<file path="src/rtl/keypad_pkg.sv">
// Shared constants, key map and debounce state type for the 4x4 keypad scanner.
package keypad_pkg;

  localparam logic [3:0] COL0   = 4'b0111;
  localparam logic [3:0] COL1   = 4'b1011;
  localparam logic [3:0] COL2   = 4'b1101;
  localparam logic [3:0] COL3   = 4'b1110;
  localparam logic [3:0] NO_ROW = 4'b1111;

  typedef enum logic [1:0] {
    IDLE    = 2'd0,
    CAND    = 2'd1,
    PRESSED = 2'd2
  } db_state_e;

  function automatic logic [3:0] col_pattern(input logic [1:0] col_idx);
    case (col_idx)
      2'd0:    col_pattern = COL0;
      2'd1:    col_pattern = COL1;
      2'd2:    col_pattern = COL2;
      default: col_pattern = COL3;
    endcase
  endfunction

  function automatic logic [3:0] key_map(input logic [1:0] row_idx, input logic [1:0] col_idx);
    case ({row_idx, col_idx})
      4'h0: key_map = 4'h1;
      4'h1: key_map = 4'h2;
      4'h2: key_map = 4'h3;
      4'h3: key_map = 4'hA;
      4'h4: key_map = 4'h4;
      4'h5: key_map = 4'h5;
      4'h6: key_map = 4'h6;
      4'h7: key_map = 4'hB;
      4'h8: key_map = 4'h7;
      4'h9: key_map = 4'h8;
      4'hA: key_map = 4'h9;
      4'hB: key_map = 4'hC;
      4'hC: key_map = 4'hE;
      4'hD: key_map = 4'h0;
      4'hE: key_map = 4'hF;
      default: key_map = 4'hD;
    endcase
  endfunction

endpackage

</file>
<file path="src/rtl/keypad_debounce.sv">
// Per-scan debounce FSM: turns raw scan results into accepted presses and a held level.
//   state   | meaning
//   IDLE    | no key pressed
//   CAND    | candidate key seen, counting identical scans
//   PRESSED | key accepted, counting empty scans toward release
module keypad_debounce
  import keypad_pkg::*;
#(
  parameter int DEBOUNCE_SCANS = 3
) (
  input  logic       clk,
  input  logic       rst_n,
  input  logic       scan_done,
  input  logic       scan_hit,
  input  logic [3:0] scan_code,
  output logic [3:0] key_code,
  output logic       key_valid,
  output logic       key_held
);

  localparam int CNT_W = (DEBOUNCE_SCANS > 1) ? $clog2(DEBOUNCE_SCANS + 1) : 1;
  localparam logic [CNT_W-1:0] CNT_MAX = CNT_W'(DEBOUNCE_SCANS);
  localparam bit ONE_SHOT = (DEBOUNCE_SCANS == 1);

  db_state_e        state_q;
  logic [3:0]       cand_q;
  logic [CNT_W-1:0] cnt_q;
  logic [CNT_W-1:0] cnt_inc;
  logic [3:0]       key_code_q;
  logic             key_valid_q;
  logic             key_held_q;
  logic             new_key;

  assign cnt_inc = (cnt_q == CNT_MAX) ? cnt_q : cnt_q + CNT_W'(1);
  // A hit that differs from the tracked candidate restarts debouncing, including rollover from PRESSED.
  assign new_key = scan_hit && ((state_q == IDLE) || (scan_code != cand_q));

  always_ff @(posedge clk or negedge rst_n) begin
    if (!rst_n) begin
      state_q     <= IDLE;
      cand_q      <= '0;
      cnt_q       <= '0;
      key_code_q  <= '0;
      key_valid_q <= 1'b0;
      key_held_q  <= 1'b0;
    end else begin
      key_valid_q <= 1'b0;
      if (scan_done) begin
        if (new_key) begin
          cand_q <= scan_code;
          if (ONE_SHOT) begin
            state_q     <= PRESSED;
            cnt_q       <= '0;
            key_code_q  <= scan_code;
            key_valid_q <= 1'b1;
            key_held_q  <= 1'b1;
          end else begin
            state_q    <= CAND;
            cnt_q      <= CNT_W'(1);
            key_held_q <= 1'b0;
          end
        end else begin
          case (state_q)
            CAND: begin
              if (!scan_hit) begin
                state_q <= IDLE;
                cnt_q   <= '0;
              end else if (cnt_inc == CNT_MAX) begin
                state_q     <= PRESSED;
                cnt_q       <= '0;
                key_code_q  <= cand_q;
                key_valid_q <= 1'b1;
                key_held_q  <= 1'b1;
              end else begin
                cnt_q <= cnt_inc;
              end
            end
            PRESSED: begin
              if (scan_hit) begin
                cnt_q <= '0;
              end else if (cnt_inc == CNT_MAX) begin
                state_q    <= IDLE;
                cnt_q      <= '0;
                key_held_q <= 1'b0;
              end else begin
                cnt_q <= cnt_inc;
              end
            end
            default: ;
          endcase
        end
      end
    end
  end

  assign key_code  = key_code_q;
  assign key_valid = key_valid_q;
  assign key_held  = key_held_q;

endmodule

</file>
<file path="src/rtl/keypad_scanner.sv">
// 4x4 keypad scanner: column rotation, row sampling and per-scan accumulation feeding the debouncer.
module keypad_scanner
  import keypad_pkg::*;
#(
  parameter int SCAN_DIV       = 50000,
  parameter int DEBOUNCE_SCANS = 3
) (
  input  logic       clk,
  input  logic       rst_n,
  input  logic [3:0] row,
  output logic [3:0] col,
  output logic [3:0] key_code,
  output logic       key_valid,
  output logic       key_held,
  output logic       multi_key
);

  localparam int DIV_W = (SCAN_DIV > 1) ? $clog2(SCAN_DIV) : 1;
  localparam logic [DIV_W-1:0] DIV_LAST = DIV_W'(SCAN_DIV - 1);

  logic [DIV_W-1:0] div_q;
  logic [3:0]       col_q;
  logic [1:0]       col_idx_q;
  logic [1:0]       hits_q, hits_d;
  logic [3:0]       code_q, code_d;
  logic             multi_q;
  logic             tc;
  logic             samp_hit;
  logic             samp_multi;
  logic [1:0]       row_idx;
  logic             scan_done;
  logic             scan_hit;

  assign tc = (div_q == DIV_LAST);

  always_comb begin
    samp_hit = 1'b1;
    row_idx  = 2'd0;
    case (row)
      4'b0111: row_idx = 2'd0;
      4'b1011: row_idx = 2'd1;
      4'b1101: row_idx = 2'd2;
      4'b1110: row_idx = 2'd3;
      default: samp_hit = 1'b0;
    endcase
    samp_multi = !samp_hit && (row != NO_ROW);
  end

  // Hit count saturates at 2: anything beyond one key is reported the same way.
  always_comb begin
    hits_d = hits_q;
    code_d = code_q;
    if (samp_multi) begin
      hits_d = 2'd2;
    end else if (samp_hit) begin
      hits_d = (hits_q == 2'd0) ? 2'd1 : 2'd2;
      code_d = key_map(row_idx, col_idx_q);
    end
    scan_done = tc && (col_idx_q == 2'd3);
    scan_hit  = scan_done && (hits_d == 2'd1);
  end

  always_ff @(posedge clk or negedge rst_n) begin
    if (!rst_n) begin
      div_q     <= '0;
      col_q     <= COL0;
      col_idx_q <= 2'd0;
      hits_q    <= 2'd0;
      code_q    <= 4'd0;
      multi_q   <= 1'b0;
    end else begin
      multi_q <= scan_done && (hits_d == 2'd2);
      if (tc) begin
        div_q     <= '0;
        col_idx_q <= col_idx_q + 2'd1;
        col_q     <= col_pattern(col_idx_q + 2'd1);
        if (col_idx_q == 2'd3) begin
          hits_q <= 2'd0;
          code_q <= 4'd0;
        end else begin
          hits_q <= hits_d;
          code_q <= code_d;
        end
      end else begin
        div_q <= div_q + DIV_W'(1);
      end
    end
  end

  keypad_debounce #(
    .DEBOUNCE_SCANS(DEBOUNCE_SCANS)
  ) u_debounce (
    .clk      (clk),
    .rst_n    (rst_n),
    .scan_done(scan_done),
    .scan_hit (scan_hit),
    .scan_code(code_d),
    .key_code (key_code),
    .key_valid(key_valid),
    .key_held (key_held)
  );

  assign col       = col_q;
  assign multi_key = multi_q;

endmodule

</file>
<file path="config.mk">
export PLATFORM = sky130hd
export DESIGN_NAME = keypad_scanner
export DESIGN_NICKNAME = d
export VERILOG_FILES = /design/src/rtl/keypad_pkg.sv /design/src/rtl/keypad_debounce.sv /design/src/rtl/keypad_scanner.sv
export SDC_FILE = /design/constraint.sdc
export NUM_CORES = 1
export LEC_CHECK = 0
export ABC_AREA = 1
export CAP_MARGIN = 10
export CORE_MARGIN = 2
export CORE_UTILIZATION = 40
export CTS_BUF_LIST = sky130_fd_sc_hd__clkbuf_8
export DETAILED_ROUTE_END_ITERATION = 8
export SYNTH_ARGS = -nofsm -noshare
export SYNTH_HDL_FRONTEND = slang
export SYNTH_SLANG_ARGS = --single-unit
</file>
<file path="constraint.sdc">
create_clock -name clk -period 2.6 [get_ports clk]
set_input_delay 0.39 -clock clk [delete_from_list [all_inputs] [get_ports clk]]
set_output_delay 0.39 -clock clk [all_outputs]
set_load 0.05 [all_outputs]
</file>
==> run summary <==
Status -> finished, final reports clean
Worst skew pair latency -> 300 ps
Largest cells by area after synthesis -> dfrtp_1, nand2_1, inv_1, nand3_1, ha_1
Post-synthesis sequential area ratio -> 41.2%
Hold Vio Cnt, Final -> 0
Met1 usage -> 21.5%
Area after DPL -> 2890 µm²
Antenna Cells -> 0
Final Slew Violations -> 0
CTS Buffer Depth -> 2
Site Rows -> 29
WL final -> 5.34 mm
Commonest non-fill, non-tap cell in the layout -> nand2_1
Worst Max-Slew Pin Slew -> 969 ps
Syn Inst Count -> 334
Via/cell ratio -> 4.88
Post-route setup TNS -> 0 ps
CP required -> 2780 ps
Placer Congestion -> 0.889
Largest net degree at the start of global routing -> 44
CTS tree -> built
R2R depth -> 14
DR WL/cell -> 12.2 µm
Initial antenna violation count -> 0
Largest area contributor in the netlist -> dfrtp_1
Number of CTS-inserted buffers -> 5
Worst-path clk slew -> 90 ps
Max-Cap Viols -> 0
Fin nets -> 376
Post-synthesis area per instance -> 7.84 µm²
Post-synth top area share -> 38.2%
First-pass GRT wire length -> 9.24 mm
Syn Nets -> 351
Minimum clock period -> 2270 ps
RSZ-0062 raised after global routing -> false
Commonest cells after routing, fill and taps aside -> nand2_1, inv_1, dfrtp_1, nand3_1, nor2_1
DP Cell Count -> 429
M3 GR Usage -> 2.92%
Clk root buf -> clkbuf_8
Post-route ant nets -> 0
Ports -> 17
Startpoint types -> primary input
Post-CTS Setup Repair Bufs -> 0
Post-synth top flop -> dfrtp_1
Max IR drop VDD -> 0.252 mV
Die W -> 84.9 µm
Post-detail-place hpwl -> 3.91 mm
Post-synth EDFFs -> 0
Initial Util -> 41.2%
Max Freq -> 440 MHz
Met2 global-route usage -> 25.8%
Core area -> 6350 µm²
CTS Hold Bufs -> 0
Non-filler cells, final -> 437
Syn-to-layout area delta -> 14.5%
Drt drc -> 0
Worst min-delay path class -> in -> async
Leak -> 1.54 nW
DRT Pass-1 Iters -> 4
Hold_ws -> 234 ps
Max FO, Critical Path -> 7
Vias in the first global route -> 2,023
Share of layout cells above drive strength 1 -> 14.7%
Final setup fails -> 0
Worst reg-to-reg setup slack -> 460 ps
Asr flop ratio synth -> 100%
Synth Register Bits -> 43
Die Area -> 7210 µm²
GRT busiest layer -> met2
Resized Gates After CTS -> 0
H-tree lvl count -> 2
Synthesized area -> 2620 µm²
Synth Warn # -> 0
Die Ht -> 84.9 µm
Final worst path period share -> 87.5%
Arr. time, crit path -> 2460 ps
Worst setup path category -> in -> reg
Post-synth cell types -> 35
GRT Residual Overflow -> 0
Final Instance Area -> 3000 µm²
Relative slew slack -> 35.4%
Crit. End Element -> register
Via count -> 2,134
Pwr dens -> 430 nW/µm²
Port buffer count -> 16
Clock Sinks -> 43
Final Skew -> 9.71 ps
GRT Util Overall -> 15.9%
Detailed Route Iter0 Violations -> 122
-- synth_stat cells (6+ instances only) --
| cell type | instances |
|---|---|
| nand3_1 | 28 |
| nor3_1 | 8 |
| o21ai_0 | 10 |
| dfrtp_1 | 40 |
| nand4_1 | 10 |
| xor2_1 | 6 |
| nand2_2 | 7 |
| nor2_1 | 23 |
| nand2_1 | 78 |
| a21oi_1 | 7 |
| inv_1 | 50 |
| o21ai_1 | 11 |
| ha_1 | 11 |
-- final cells by class --
cell class	instances	area, µm²
well taps	77	96.3
clock inverters	3	43.8
flip-flops and latches	43	1080
fillers	628	3350
repair buffers	20	185
clock buffers	5	68.8
inverters	60	231
multi-input cells	229	1290
-- power by group --
part / leakage (nW) / internal, W / switching [W]
Clock: 0.0581 / 0.000286 / 0.000246
Combinational: 0.939 / 0.0000257 / 0.0000621
Sequential: 0.539 / 0.000668 / 0
Total: 1.54 / 0.000980 / 0.000308
-- path summary, 6_finish.rpt --
kind,start,to
max in group asynchronous,rst_n,u_debounce.key_code[1]
min in group clk,div_q[0],div_q[0]
max,row[2],u_debounce.state_q[1]
min,rst_n,div_q[10]
min reg2reg,div_q[0],div_q[0]
max reg2reg,col_idx_q[0],u_debounce.cnt_q[1]
-- state kept, by name, summed over array words and instances (netlist names) --
name,count
code_q,4
col,4
col_idx_q,2
div_q,16
hits_q,2
multi_key,1
u_debounce.cand_q,4
u_debounce.cnt_q,2
u_debounce.key_code,4
u_debounce.key_held,1
u_debounce.key_valid,1
u_debounce.state_q,2
-- logic make-up (layout without fill, tap and decap cells) --
kind of cell	after synthesis	after routing	share of synthesized area, %
buffers and inverters	62	88	9.41
DFF	43	43	41.2
AOI/OAI and AO/OA	35	35	7.69
xor gates and xnor gates	6	6	2.01
adders and majority gates	11	11	5.26
and+or+nand+nor	177	177	34.4
-- critical path: stages --
cell	delay, ps
clkdlybuf4s50_1	530
nand2_2	140
inv_4	120
nand2_4	100
nand2_8	110
inv_4	60
o21ai_2	70
nand2_2	100
a21oi_4	200
nand3_4	140
inv_2	100
nand2_1	50
nand2_1	90
nand3_1	120
nand2_1	80
nand2_1	50
-- metrics by stage --
stage | util (%) | power [W] | worst slack (ps)
final | 47.2 | 0.00129 | 326
after global routing | 47.2 | 0.00134 | 86.0
after CTS | 47.2 | 0.00131 | 324
after detailed placement | 45.4 | 0.000770 | 13.0
after global placement | 45.4 | 0.000769 | 42.2
after floorplan | - | 0.000735 | 719
-- metal layers --
metal | share of wire (%) | up-vias
met5 | 0 | -
met4 | 0.97 | 0
met3 | 2.9 | 4
met1 | 49 | 985
li1 | - | 1111
met2 | 47 | 34
Power figures use the tool's default switching activity.
